### src/rtl/mem_access_ctrl_if.sv
// Host-side request/response handshake bundle for the memory access controller.
// The host drives requests and consumes responses (master); the controller is the slave.
interface mem_access_ctrl_if #(
  parameter int ADDR_W = 3,
  parameter int DATA_W = 8
);
  logic              req_valid;
  logic              req_ready;
  logic              req_we;
  logic [ADDR_W-1:0] req_addr;
  logic [DATA_W-1:0] req_wdata;
  logic              rsp_valid;
  logic              rsp_ready;
  logic              rsp_we;
  logic [DATA_W-1:0] rsp_rdata;

  modport master (
    output req_valid, req_we, req_addr, req_wdata, rsp_ready,
    input  req_ready, rsp_valid, rsp_we, rsp_rdata
  );

  modport slave (
    input  req_valid, req_we, req_addr, req_wdata, rsp_ready,
    output req_ready, rsp_valid, rsp_we, rsp_rdata
  );
endinterface

### src/rtl/mem_access_ctrl.sv
// Single-outstanding initiator for the 8x8 memory array: sequences setup, strobe and hold on the
// array pins and returns one registered response per accepted request.
//
// state  | meaning
// IDLE   | req_ready high, mem_op low, waiting for a request
// SETUP  | latched adr/op/wdata on the pins, select still low
// STROBE | mem_select high for ACCESS_CYCLES cycles, read data captured on the last one
// HOLD   | select low, pins still held
// RESP   | rsp_valid high until the host takes it
module mem_access_ctrl #(
  parameter int ADDR_W        = 3,
  parameter int DATA_W        = 8,
  parameter int ACCESS_CYCLES = 2
) (
  input  logic              clk,
  input  logic              rst,
  mem_access_ctrl_if.slave  host,
  output logic [ADDR_W-1:0] mem_adr,
  output logic              mem_op,
  output logic              mem_select,
  output logic [DATA_W-1:0] mem_wdata,
  input  logic [DATA_W-1:0] mem_rdata
);

  localparam int CNT_W = (ACCESS_CYCLES > 1) ? $clog2(ACCESS_CYCLES) : 1;
  localparam logic [CNT_W-1:0] CNT_LAST = CNT_W'(ACCESS_CYCLES - 1);

  typedef enum logic [2:0] {IDLE, SETUP, STROBE, HOLD, RESP} state_t;

  state_t            state;
  logic [CNT_W-1:0]  cnt;
  logic              req_ready_q;
  logic              rsp_valid_q;
  logic              rsp_we_q;
  logic [DATA_W-1:0] rsp_rdata_q;

  assign host.req_ready = req_ready_q;
  assign host.rsp_valid = rsp_valid_q;
  assign host.rsp_we    = rsp_we_q;
  assign host.rsp_rdata = rsp_rdata_q;

  always_ff @(posedge clk) begin
    if (rst) begin
      state       <= IDLE;
      cnt         <= '0;
      req_ready_q <= 1'b1;
      rsp_valid_q <= 1'b0;
      rsp_we_q    <= 1'b0;
      rsp_rdata_q <= '0;
      mem_adr     <= '0;
      mem_op      <= 1'b0;
      mem_select  <= 1'b0;
      mem_wdata   <= '0;
    end else begin
      case (state)
        IDLE: begin
          // The pin registers double as the request latch, so later req_* changes are ignored.
          if (host.req_valid && req_ready_q) begin
            mem_adr     <= host.req_addr;
            mem_op      <= host.req_we;
            mem_wdata   <= host.req_wdata;
            req_ready_q <= 1'b0;
            state       <= SETUP;
          end
        end
        SETUP: begin
          mem_select <= 1'b1;
          cnt        <= '0;
          state      <= STROBE;
        end
        STROBE: begin
          if (cnt == CNT_LAST) begin
            mem_select  <= 1'b0;
            cnt         <= '0;
            rsp_rdata_q <= mem_op ? '0 : mem_rdata;
            state       <= HOLD;
          end else begin
            cnt <= cnt + CNT_W'(1);
          end
        end
        HOLD: begin
          rsp_valid_q <= 1'b1;
          rsp_we_q    <= mem_op;
          state       <= RESP;
        end
        RESP: begin
          if (host.rsp_ready) begin
            rsp_valid_q <= 1'b0;
            mem_op      <= 1'b0;
            req_ready_q <= 1'b1;
            state       <= IDLE;
          end
        end
        default: begin
          state       <= IDLE;
          mem_select  <= 1'b0;
          rsp_valid_q <= 1'b0;
          req_ready_q <= 1'b1;
        end
      endcase
    end
  end

endmodule

### src/flat_wrapper.sv
// flat-port wrapper written by rule: the top's interface ports become plain ports
module mem_access_ctrl_flat 
#(
  parameter int ADDR_W        = 3,
  parameter int DATA_W        = 8,
  parameter int ACCESS_CYCLES = 2
)
  (clk, rst, mem_adr, mem_op, mem_select, mem_wdata, mem_rdata, host_req_valid, host_req_we, host_req_addr, host_req_wdata, host_rsp_ready, host_req_ready, host_rsp_valid, host_rsp_we, host_rsp_rdata);
  mem_access_ctrl_if #(.ADDR_W(ADDR_W), .DATA_W(DATA_W)) host_i ();
  input  logic clk;
  input  logic rst;
  output logic [ADDR_W-1:0] mem_adr;
  output logic mem_op;
  output logic mem_select;
  output logic [DATA_W-1:0] mem_wdata;
  input  logic [DATA_W-1:0] mem_rdata;
  input wire logic [$bits(host_i.req_valid)-1:0] host_req_valid;
  input wire logic [$bits(host_i.req_we)-1:0] host_req_we;
  input wire logic [$bits(host_i.req_addr)-1:0] host_req_addr;
  input wire logic [$bits(host_i.req_wdata)-1:0] host_req_wdata;
  input wire logic [$bits(host_i.rsp_ready)-1:0] host_rsp_ready;
  output wire logic [$bits(host_i.req_ready)-1:0] host_req_ready;
  output wire logic [$bits(host_i.rsp_valid)-1:0] host_rsp_valid;
  output wire logic [$bits(host_i.rsp_we)-1:0] host_rsp_we;
  output wire logic [$bits(host_i.rsp_rdata)-1:0] host_rsp_rdata;
  assign host_i.req_valid = host_req_valid;
  assign host_i.req_we = host_req_we;
  assign host_i.req_addr = host_req_addr;
  assign host_i.req_wdata = host_req_wdata;
  assign host_i.rsp_ready = host_rsp_ready;
  assign host_req_ready = host_i.req_ready;
  assign host_rsp_valid = host_i.rsp_valid;
  assign host_rsp_we = host_i.rsp_we;
  assign host_rsp_rdata = host_i.rsp_rdata;
  mem_access_ctrl #(.ADDR_W(ADDR_W), .DATA_W(DATA_W), .ACCESS_CYCLES(ACCESS_CYCLES)) u_core (.clk(clk), .rst(rst), .host(host_i), .mem_adr(mem_adr), .mem_op(mem_op), .mem_select(mem_select), .mem_wdata(mem_wdata), .mem_rdata(mem_rdata));
endmodule
### config.mk
export PLATFORM = sky130hd
export DESIGN_NAME = mem_access_ctrl_flat
export DESIGN_NICKNAME = d
export VERILOG_FILES = /design/src/rtl/mem_access_ctrl_if.sv /design/src/rtl/mem_access_ctrl.sv /design/src/flat_wrapper.sv
export SDC_FILE = /design/constraint.sdc
export NUM_CORES = 1
export LEC_CHECK = 0
export ABC_AREA = 1
export CORE_MARGIN = 2
export CORE_UTILIZATION = 42
export DETAILED_ROUTE_END_ITERATION = 16
export PLACE_DENSITY = 0.8
export SLEW_MARGIN = 10
export SYNTH_ARGS = -nofsm -noshare
export SYNTH_HDL_FRONTEND = slang
export SYNTH_SLANG_ARGS = --single-unit
### constraint.sdc
create_clock -name clk -period 1.7 [get_ports clk]
set_clock_uncertainty 0.15 [all_clocks]
set_input_delay 0.34 -clock clk [delete_from_list [all_inputs] [get_ports clk]]
set_output_delay 0.34 -clock clk [all_outputs]
set_load 0.03 [all_outputs]
# Yosys cells after proc, flatten, opt, wreduce, memory -nomap -nowiden
# Cells that the tools add are included.
word_totals:
  ff_bits: 28
  in_bits: 24
  out_inout_bits: 24
op_classes:
  n_addsub: 1
  n_eq_ne: 7
  muxes: 16
  n_bitwise: 3
  n_reduce_logical: 14
ops:
  columns: ["cell", "count"]
  rows:
  - ["3-bit one-hot mux with 5 select lines", 1]
  - ["3-bit two-way mux", 3]
  - ["1-bit one-hot mux with 3 select lines", 3]
  - ["3-bit AND reduction", 3]
  - ["3-bit OR reduction", 3]
  - ["8-bit two-way mux", 1]
  - ["2-bit AND reduction", 4]
  - ["3-bit by 2-bit == test with 1-bit output, second input constant", 2]
  - ["1-bit two-way mux", 6]
  - ["2-bit by 1-bit != test with 1-bit output, second input constant", 2]
  - ["1-bit one-hot mux with 2 select lines", 2]
  - ["2-bit nonzero test", 2]
  - ["3-bit by 1-bit == test with 1-bit output, second input constant", 1]
  - ["3-bit == test, second input constant", 1]
  - ["3-bit zero test", 1]
  - ["1-bit inverter", 3]
  - ["2-bit != test, second input constant", 1]
  - ["1-bit adder, second input constant", 1]
  - ["1-bit logical AND", 1]

# Longest topological paths before layout
depth:
  depth_word: 4
  ltp_mapped: 6
  ltp_nobuf: 6

# Worst setup path before layout
# OpenSTA, ideal clock, no wires.
synth_timing:
  path_kind: "reg2reg"
  from: "reg u_core.req_ready_q (netlist: u_core.host.req_ready)"
  to: "reg u_core.mem_op"
  arrival_ps: 1042
  required_time_ps: 1435
  setup_slack_ps: 392
  stages_incl_launch_ff: 6
  period_less_slack_ps: 1308
  cell_sequence: "dfxtp_1 nand2_1 a21oi_1 nand3_1 nand2_1 nor2_1"
synth_via:
  elab_chain_len: 3
synth_rtl:
  columns: ["item", "line_no", "rtl"]
  rows:
  - ["start, declared", "mem_access_ctrl.sv:32", "logic req_ready_q;"]
  - ["start signal, assigned", "mem_access_ctrl.sv:46", "req_ready_q <= 1'b1;"]
  - ["start signal, assigned", "mem_access_ctrl.sv:62", "req_ready_q <= 1'b0;"]
  - ["start signal, assigned", "mem_access_ctrl.sv:90", "req_ready_q <= 1'b1;"]
  - ["1-bit logical AND", "mem_access_ctrl.sv:58", "if (host.req_valid && req_ready_q) begin"]
  - ["2-bit by 1-bit != test with 1-bit output (no line)", null, null]
  - ["3-bit AND reduction (no line)", null, null]
  - ["end signal, assigned", "mem_access_ctrl.sv:60", "mem_op <= host.req_we;"]
  - ["end, declared", "mem_access_ctrl.sv:19", "output logic mem_op,"]
# No other way between the ends.
# A chain may end at the register's enable or synchronous reset.

# Worst setup path after layout
layout_timing:
  from: "reg u_core.mem_adr[2]"
  to: "out mem_adr[2]"
layout_lines:
  columns: ["item", "line_no", "rtl"]
  rows:
  - ["start, declared", "mem_access_ctrl.sv:18", "output logic [ADDR_W-1:0] mem_adr,"]
  - ["start signal, assigned", "mem_access_ctrl.sv:59", "mem_adr <= host.req_addr;"]
  - ["end, declared", "flat_wrapper.sv:12", "output logic [ADDR_W-1:0] mem_adr;"]
# No word-level cell between the ends.

==> flow_metrics.py <==
metrics = {
    "outcome": {
        "status": "completed",
    },
    "yosys": {
        "syn_inst": 160,
        "synth_largest_area_cell": "dfxtp_1",
        "yosysUniqueCellTypes": 19,
        "syn_area_per_cell_sq_um": 7.35,
        "seq_area_frac_synth_pct": 47.7,
        "ys_warn_count": 0,
        "netlist_area_sq_um": 1180,
        "synthTopCellsByArea": "dfxtp_1, nand2_1, a21oi_1, nand4_1, nor2_1",
        "synth_nets": 184,
        "synth_seq_cells": 28,
        "synth.top_cell.area_share_pct": 47.7,
    },
    "floorplan": {
        "io_pins": 48,
        "die_w_um": 56.9,
        "core-area_sq_um": 2710,
        "rows": 19,
        "die_area_sq_um": 3240,
        "die_h_um": 56.9,
        "initial_core_util_pct": 43.4,
    },
    "clocking": {
        "cts_buffers": 3,
        "clock_path_buffers": 2,
        "clock_latency_ns": 0.32,
        "cts_hold_buf": 0,
        "h-tree-depth": 1,
        "clk_pin_slew_ns": 0.14,
        "cts_root_buf": "clkbuf_4",
        "cts_tree": "done",
        "cts_num_sinks": 28,
    },
    "cells_and_area": {
        "final_common_cell": "nand2_1",
        "final_cells": 238,
        "final_cell_area_sq_um": 1690,
        "mostFrequentLayoutCells": "nand2_1, dfxtp_1, a21oi_1",
        "drive_above_1_share_pct": 9.66,
        "finalNetCount": 232,
        "area_growth_pct": 43.5,
        "diodes": 0,
        "final_util_pct": 62.3,
    },
    "sta": {
        "hold_viol_final": 0,
        "rsz0062_at_grt": "false",
        "final_min_period_over_clock_period_pct": 94.6,
        "fmax_mhz": 622,
        "drv_slew": 0,
        "whs_ns": 0.319,
        "setup-violations-final": 0,
        "tightest_slew_ns": 0.433,
        "setup_slack_ns": 0.0919,
        "fin_setup_tns_ns": 0,
        "max_slew_margin_pct": 71.1,
        "fin_crit_ns": 1.61,
    },
    "worst_setup_path": {
        "crit_slowest_cell": "dlygate4sd2_1",
        "crit_chain": "dlygate4sd2_1",
        "crit_buf_inv": 1,
        "start_kind": "register",
        "reg2reg_depth": 5,
        "cp_slowest_stage_delay_ns": 0.42,
        "cp.depth": 1,
        "critical_path.top_delay_family": "buffers and inverters",
        "endpoint_kind": "output pin",
        "critPathMaxFanout": 2,
        "worstPathArrival_ns": 1.12,
        "worstPathRequired_ns": 1.21,
        "path_class": "reg -> out",
    },
    "drt": {
        "drt-initial-drc-count": 36,
        "via_per_inst": 5.09,
        "remaining_drc_errors": 0,
        "postRouteAntennaNets": 0,
        "wl_um": 2840,
        "via_count": 1212,
        "detail_route.wl_per_cell_um": 11.9,
        "first_pass_iters": 4,
    },
    "grt": {
        "overflow": 0,
        "grt_pass1_wl_um": 4620,
        "grt_pass1_vias": 1070,
        "grtUsageTotal_pct": 17.8,
        "antenna_found_initial": 0,
        "grt_max_degree": 22,
    },
    "power_and_ir_drop": {
        "p_clk_share_pct": 15.6,
        "swShare_pct": 40.7,
        "finalPower_mw": 2.01,
        "ir_drop_mv": 0.799,
        "p_per_area_nw_per_um2": 1190,
        "leakagePower_nw": 0.793,
        "seqPwrFrac_pct": 42.0,
        "intPower_mw": 1.19,
        "p_switching_uw": 817,
        "comb_power_share_pct": 42.4,
    },
    "place": {
        "gp_congestion": 0.833,
        "pre_cts_ws_ns": 0.0558,
        "port_buffers": 47,
        "place_area_sq_um": 1680,
        "dpl.hpwl_um": 2190,
        "place_inst": 234,
    },
    "job": {
        "maxCapViolCount": 0,
    },
    "min_path": {
        "hold_class": "reg -> reg",
        "min_path_cells": 2,
    },
}
layout make-up:
class / count / area [sq um]
Sequential cell: 28 / 561
Clock buffer: 4 / 36.3
Fill cell: 263 / 1020
Timing Repair Buffer: 51 / 480
Multi-Input combinational cell: 108 / 512
Tap cell: 31 / 38.8
Inverter: 16 / 60.1
cell families (layout without fill, tap and decap cells):
| kind of cell | count (synthesis) | count (layout) | synth area share [%] |
|---|---|---|---|
| buf+inv | 24 | 71 | 8.83 |
| flops | 28 | 28 | 47.7 |
| simple gates | 80 | 80 | 31.6 |
| compound gates | 28 | 28 | 11.9 |
final timing paths:
check	from	end	slack (ns)
max	u_core.mem_adr[2]$_SDFFE_PP0P_	mem_adr[2]	0.09
min	u_core.cnt$_SDFFE_PP0P_	u_core.cnt$_SDFFE_PP0P_	0.32
max reg2reg	u_core.state[1]$_SDFFE_PP0P_	u_core.mem_wdata[3]$_SDFFE_PP0P_	0.27
min reg2reg	u_core.cnt$_SDFFE_PP0P_	u_core.cnt$_SDFFE_PP0P_	0.32
timing repair:
| action | CTS | global route |
|---|---|---|
| setup endpoints to repair | 22 | 0 |
| gates resized for setup | 22 | 0 |
| setup buffers | 0 | 0 |
power groups by stage:
| stage | clock network (mW) | registers, mW | logic [mW] |
|---|---|---|---|
| 3_5_place_dp | 0 | 0.862 | 0.899 |
| 2_1_floorplan | 0 | 1.01 | 0.461 |
| 5_1_grt | 0.355 | 0.858 | 0.932 |
| 3_3_place_gp | 0 | 0.856 | 0.879 |
| 6_report | 0.314 | 0.845 | 0.852 |
| 4_1_cts | 0.334 | 0.845 | 0.856 |
state kept, by name, summed over array words and instances, names as in the netlist:
signal	cells
u_core.mem_adr	3
u_core.host.req_ready	1
u_core.host.rsp_we	1
u_core.mem_op	1
u_core.host.rsp_rdata	8
u_core.cnt	1
u_core.mem_wdata	8
u_core.host.rsp_valid	1
u_core.state	3
u_core.mem_select	1
worst reg2reg max path, cell delays in order, from the launching register on:
cell and delay [ns]:
dfxtp_1 0.39, inv_2 0.09, nand2_1 0.09, nor2_2 0.35, nand4_1 0.14, a21oi_1 0.16
cells in the mapped netlist (all sizes together):
| cell type | n |
|---|---|
| dfxtp | 28 |
| inv | 16 |
| clkbuf | 3 |
| nand3 | 3 |
| a21oi | 26 |
| o21ai | 2 |
| buf | 5 |
| nand2 | 44 |
| nand4 | 13 |
| nor2 | 20 |
layer usage:
layer | part of all wire (%) | GRT usage (%) | vias up | wire, um
met5 | 0 | 0 | - | 0
met4 | 0.60 | 4.65 | 0 | 17
met3 | 8.3 | 5.53 | 2 | 236
met2 | 49 | 31.2 | 53 | 1380
met1 | 42 | 20.9 | 544 | 1200
li1 | - | - | 613 | -
Note: power is estimated with default switching activity, not from simulation.
